### config.mk
export PLATFORM = sky130hd
export DESIGN_NAME = hazard_control_unit
export DESIGN_NICKNAME = d
export VERILOG_FILES = /design/src/rtl/hazard_control_unit_pkg.sv /design/src/rtl/hazard_control_unit_sat_counter.sv /design/src/rtl/hazard_control_unit.sv
export SDC_FILE = /design/constraint.sdc
export NUM_CORES = 1
export LEC_CHECK = 0
export ABC_AREA = 0
export CAP_MARGIN = 0
export CORE_MARGIN = 10
export CORE_UTILIZATION = 40
export DETAILED_ROUTE_END_ITERATION = 10
export PLACE_DENSITY = 0.72
export SYNTH_ARGS = -nofsm -noshare
export SYNTH_HDL_FRONTEND = slang
export SYNTH_SLANG_ARGS = --single-unit
### constraint.sdc
create_clock -name clk_i -period 3.3 [get_ports clk_i]
set_input_delay 0.66 -clock clk_i [delete_from_list [all_inputs] [get_ports clk_i]]
set_output_delay 0.66 -clock clk_i [all_outputs]
set_load 0.03 [all_outputs]
### src/rtl/hazard_control_unit_pkg.sv
// Shared types for the hazard controller: FSM state, register id and the latch-control bundle.
package hazard_control_unit_pkg;

  localparam int REG_W = 5;

  typedef logic [REG_W-1:0] regbits_t;

  typedef enum logic [1:0] {RUN, LDSTALL, MEMWAIT, HALTED} hz_state_t;

  typedef struct packed {
    logic pc_en;
    logic ifid_en;
    logic idex_en;
    logic exmem_en;
    logic memwb_en;
    logic ifid_flush;
    logic idex_flush;
  } hz_ctrl_t;

  localparam hz_ctrl_t CTRL_FREEZE = '{1'b0, 1'b0, 1'b0, 1'b0, 1'b0, 1'b0, 1'b0};
  localparam hz_ctrl_t CTRL_RUN    = '{1'b1, 1'b1, 1'b1, 1'b1, 1'b1, 1'b0, 1'b0};

  // Register 0 is hardwired, so a load targeting it never creates a dependency.
  function automatic logic load_use_dep(input logic memread, input regbits_t rd,
                                        input regbits_t rs, input regbits_t rt);
    return memread && (rd != '0) && ((rd == rs) || (rd == rt));
  endfunction

endpackage

### src/rtl/hazard_control_unit_sat_counter.sv
// Saturating up-counter with synchronous clear; holds at all-ones instead of wrapping.
module hazard_control_unit_sat_counter #(
  parameter int CNT_W = 16
) (
  input  logic             clk_i,
  input  logic             rst_i,
  input  logic             inc_i,
  input  logic             clr_i,
  output logic [CNT_W-1:0] cnt_o
);

  logic [CNT_W-1:0] cnt_q;
  logic [CNT_W-1:0] cnt_d;

  always_comb begin
    cnt_d = cnt_q;
    if (clr_i) begin
      cnt_d = '0;
    end else if (inc_i && (cnt_q != {CNT_W{1'b1}})) begin
      cnt_d = cnt_q + 1'b1;
    end
  end

  always_ff @(posedge clk_i or posedge rst_i) begin
    if (rst_i) begin
      cnt_q <= '0;
    end else begin
      cnt_q <= cnt_d;
    end
  end

  assign cnt_o = cnt_q;

endmodule

### src/rtl/hazard_control_unit.sv
// Stall/flush sequencer for the 5-stage pipeline: drives latch enables, bubbles and PC enable
// for load-use, redirect, I/D-cache misses and halt, plus stall/flush performance counters.
module hazard_control_unit
  import hazard_control_unit_pkg::*;
#(
  parameter int CNT_W = 16
) (
  input  logic             clk_i,
  input  logic             rst_i,
  input  logic [4:0]       id_rs_i,
  input  logic [4:0]       id_rt_i,
  input  logic             ex_memread_i,
  input  logic [4:0]       ex_rd_i,
  input  logic             ex_redirect_i,
  input  logic             mem_ren_i,
  input  logic             mem_wen_i,
  input  logic             dhit_i,
  input  logic             ihit_i,
  input  logic             wb_halt_i,
  output logic             pc_en_o,
  output logic             ifid_en_o,
  output logic             idex_en_o,
  output logic             exmem_en_o,
  output logic             memwb_en_o,
  output logic             ifid_flush_o,
  output logic             idex_flush_o,
  output logic             halt_o,
  output logic [CNT_W-1:0] stall_cnt_o,
  output logic [CNT_W-1:0] flush_cnt_o
);

  hz_state_t state_q;
  hz_state_t state_d;
  hz_ctrl_t  ctrl;
  logic      halt_hit;
  logic      dmiss_hit;
  logic      lu_hit;
  logic      stall_inc;
  logic      flush_inc;

  // Priority decode; the load-use check is masked for the one cycle spent in LDSTALL.
  assign halt_hit  = (state_q == HALTED) || wb_halt_i;
  assign dmiss_hit = (mem_ren_i || mem_wen_i) && !dhit_i;
  assign lu_hit    = (state_q != LDSTALL) &&
                     load_use_dep(ex_memread_i, ex_rd_i, id_rs_i, id_rt_i);

  always_ff @(posedge clk_i or posedge rst_i) begin
    if (rst_i) begin
      state_q <= RUN;
    end else begin
      state_q <= state_d;
    end
  end

  always_comb begin
    state_d = RUN;
    if (halt_hit) begin
      state_d = HALTED;
    end else if (dmiss_hit) begin
      state_d = MEMWAIT;
    end else if (ex_redirect_i) begin
      state_d = RUN;
    end else if (lu_hit) begin
      state_d = LDSTALL;
    end
  end

  always_comb begin
    ctrl      = CTRL_RUN;
    halt_o    = 1'b0;
    flush_inc = 1'b0;
    if (rst_i) begin
      ctrl = CTRL_FREEZE;
    end else if (halt_hit) begin
      ctrl   = CTRL_FREEZE;
      halt_o = 1'b1;
    end else if (dmiss_hit) begin
      ctrl = CTRL_FREEZE;
    end else if (ex_redirect_i) begin
      ctrl.ifid_flush = 1'b1;
      ctrl.idex_flush = 1'b1;
      flush_inc       = 1'b1;
    end else if (lu_hit) begin
      ctrl.pc_en      = 1'b0;
      ctrl.ifid_en    = 1'b0;
      ctrl.idex_flush = 1'b1;
    end else if (!ihit_i) begin
      ctrl.pc_en      = 1'b0;
      ctrl.ifid_flush = 1'b1;
    end
  end

  assign stall_inc = !ctrl.pc_en && !halt_o;

  assign pc_en_o      = ctrl.pc_en;
  assign ifid_en_o    = ctrl.ifid_en;
  assign idex_en_o    = ctrl.idex_en;
  assign exmem_en_o   = ctrl.exmem_en;
  assign memwb_en_o   = ctrl.memwb_en;
  assign ifid_flush_o = ctrl.ifid_flush;
  assign idex_flush_o = ctrl.idex_flush;

  hazard_control_unit_sat_counter #(.CNT_W(CNT_W)) u_stall_cnt (
    .clk_i (clk_i),
    .rst_i (rst_i),
    .inc_i (stall_inc),
    .clr_i (1'b0),
    .cnt_o (stall_cnt_o)
  );

  hazard_control_unit_sat_counter #(.CNT_W(CNT_W)) u_flush_cnt (
    .clk_i (clk_i),
    .rst_i (rst_i),
    .inc_i (flush_inc),
    .clr_i (1'b0),
    .cnt_o (flush_cnt_o)
  );

endmodule

==> flow_metrics.py <==
metrics = {
    "status": {
        "outcome": "complete, no violations",
    },
    "logic_synthesis": {
        "synth-seq-cells": 34,
        "avgSynthCellArea_um2": 10.2,
        "yosysWarnings": 0,
        "async_flop_share_pct": 100,
        "yosys_most_used_dff": "dfrtp_1",
        "yosysUniqueCellTypes": 35,
        "synth_edf_count": 0,
        "synth_area_um2": 1840,
        "syn_nets": 207,
        "yosysSeqAreaShare_pct": 46.3,
        "synthCells": 181,
    },
    "worst_setup_path": {
        "reg2regPathDepth": 6,
        "crit_start": "ex_rd_i[1]",
        "r2r_start": "u_stall_cnt.cnt_o[0]$_DFFE_PP0P_",
        "worstPathArrival_ns": 2.46,
        "cpLargestDelayFamily": "simple AND/OR/NAND/NOR gates",
        "critPathBufInv": 2,
        "cp_slowest_stage_delay_ns": 0.55,
        "crit_required_ns": 2.64,
        "crit_chain": "clkdlybuf4s50_1 -> or4_1 -> o221ai_2 -> or2_2 -> nand2b_1 -> a21oi_1 -> buf_4",
        "worst-path-max-fanout": 4,
        "path_class": "input pin to primary output",
        "cp-end-kind": "primary output",
        "worstSetupStartpointType": "input pin",
        "crit_cells": 7,
        "critPathSlowestCell": "or4_1",
    },
    "final_layout": {
        "nNetsFinal": 273,
        "antenna_cells": 0,
        "mostFrequentLayoutCells": "clkdlybuf4s50_1, dfrtp_1, xnor2_1",
        "drive_above_1_share_pct": 10.5,
        "ff_latch_area_um2": 851,
        "multi_input_area_um2": 927,
        "final_common_cell": "clkdlybuf4s50_1",
        "fillers": 379,
        "area_growth_pct": 43.2,
    },
    "floorplanning": {
        "ios": 64,
        "rows": 24,
        "dieArea_um2": 7710,
        "core-area_um2": 4410,
        "fp.dieW_um": 87.8,
        "initial_utilization_pct": 41.6,
        "fp.dieH_um": 87.8,
    },
    "min_path": {
        "holdPathStages": 1,
        "hp-class": "register to register",
        "hold_start": "u_flush_cnt.cnt_o[15]$_DFFE_PP0P_",
    },
    "timing": {
        "hold_viol": 0,
        "drv_slew": 0,
        "whs_ns": 0.482,
        "finClkSkew_ns": 0.00825,
        "rsz0062_at_grt": "no",
        "setup-tns-final_ns": 0,
        "tightestPinTransition_ns": 0.563,
        "setup_viol": 0,
        "fin_crit_sh_pct": 94.7,
        "fin_crit_ns": 3.12,
        "max-slew-margin-rel_pct": 62.2,
        "max_freq_ghz": 0.320,
    },
    "global_routing": {
        "grt_max_degree": 35,
        "track_usage_pct": 12.0,
        "overflow": 0,
        "antenna_found_initial": 0,
        "grt_pass1_vias": 1503,
        "grt_first_pass_wirelength_mm": 7.47,
    },
    "route": {
        "routedWlPerCell_um": 15.3,
        "drc": 0,
        "detail_route.vias_per_cell": 5.03,
        "routed_wirelength_mm": 4.60,
        "vias": 1510,
        "ant_nets": 0,
        "firstDrtPassIters": 4,
        "drtIter0Drc": 44,
    },
    "power_and_ir_drop": {
        "netSwitchingFraction_pct": 30.6,
        "p_leak_uw": 0.00114,
        "power.internal_uw": 921,
        "comb_power_share_pct": 25.9,
        "p_per_area_nw_per_um2": 505,
        "clock_power_share_pct": 35.0,
        "switching_power_uw": 407,
        "sequentialPowerShare_pct": 39.1,
        "vdd_drop_max_mv": 0.546,
    },
    "clock_tree": {
        "clkLatencyLatePin_ns": 0.29,
        "cts.repair.resized": 0,
        "cts_made_buffers": 5,
        "clock_sinks": 34,
        "post_cts_buffers": 0,
        "cts_buffer_depth": 2,
        "cts_tree": "built",
        "root_buffer": "clkbuf_8",
        "clkTransAtPathRegs_ns": 0.07,
        "hold_buffers": 0,
        "htree_levels": 2,
    },
    "placed_design": {
        "globalplace.congestion": 0.761,
        "io_buffers": 63,
        "hpwl_mm": 3.50,
    },
    "flow_run": {
        "maxCapViolations": 0,
    },
}
## stage by stage
| stage | area (µm²) | std cells | util [%] | power (µW) | setup slack (ns) |
|---|---|---|---|---|---|
| final | 2630 | 300 | 59.6 | 1330 | 0.175 |
| after global placement | 2490 | 292 | 56.5 | 870 | 0.201 |
| after detailed placement | 2490 | 292 | 56.5 | 872 | 0.179 |
| after global routing | 2630 | 300 | 59.6 | 1400 | 0.0970 |
| after floorplan | 1840 | 181 | - | 719 | 0.268 |
| after CTS | 2630 | 300 | 59.6 | 1340 | 0.171 |
## cells in the mapped netlist (2+ instances only)
master / instances / share of area, %
dfrtp_1: 34 / 46
or2_2: 2 / 0.68
ha_1: 2 / 1.4
nand2_1: 10 / 2.0
and2_1: 2 / 0.68
xnor2_1: 20 / 9.5
buf_4: 2 / 0.82
nand3_1: 15 / 4.1
o21bai_1: 2 / 0.82
a21oi_1: 6 / 1.6
and3_1: 6 / 2.0
mux2_2: 2 / 1.2
inv_1: 6 / 1.2
a21o_1: 2 / 0.82
nor3_1: 3 / 0.82
a41oi_1: 2 / 0.95
xor2_1: 18 / 8.6
and4_1: 2 / 0.95
nand4_1: 10 / 3.4
nor2_1: 17 / 3.5
clkbuf_1: 3 / 0.61
a31oi_1: 2 / 0.68
## cell families after synthesis
family / synth area share (%)
AOI/OAI and AO/OA: 8.37
xor gates and xnor gates: 18.1
adders and majority gates: 1.36
buffers and inverters: 3.27
DFF: 46.3
muxes: 1.23
and+or+nand+nor: 21.4
## power by group through the flow
stage | logic [µW] | registers (µW) | clock network, µW
after floorplan | 116 | 604 | 0
after global placement | 344 | 526 | 0
after detailed placement | 346 | 526 | 0
after CTS | 349 | 519 | 473
after global routing | 371 | 528 | 496
final | 344 | 520 | 464
## registers in the layout, summed over array words and instances, names as in the netlist
name,count
u_stall_cnt.cnt_o,16
state_q,2
u_flush_cnt.cnt_o,16
## path summary, 6_finish.rpt
kind                            slack [ns]                           endpoint
worst max-delay path                  0.18                       ifid_flush_o
worst min-delay path                  0.48  u_flush_cnt.cnt_o[15]$_DFFE_PP0P_
worst max register to register        1.19   u_stall_cnt.cnt_o[1]$_DFFE_PP0P_
worst min register to register        0.48  u_flush_cnt.cnt_o[15]$_DFFE_PP0P_
max in group asynchronous             2.10   u_flush_cnt.cnt_o[8]$_DFFE_PP0P_
min in group asynchronous             0.89               state_q[1]$_DFF_PP0_
## layer usage
layer  routed length, µm  track usage, %  up-vias
li1                    -               -      769
met1                2030            14.9      693
met2                2030            18.4       43
met3                 493            5.48        5
met4                  38            3.48        0
met5                   0               0        -
## worst register-to-register path, delay by kind of cell, from the launching register on
kind,cells,cell delay (ns)
adders and majority gates,1,0.24
AOI/OAI and AO/OA,1,0.37
DFF,1,0.42
muxes,1,0.38
and+or+nand+nor,3,0.60
## layout make-up
cell class	count	area share, %
Clock buffer	5	2.62
Inverter	6	0.856
Sequential cell	34	32.3
Clock inverter	3	2.62
Multi-Input combinational cell	135	35.2
Tap cell	52	2.47
Timing Repair Buffer	65	23.9
Power figures use the tool's default switching activity.
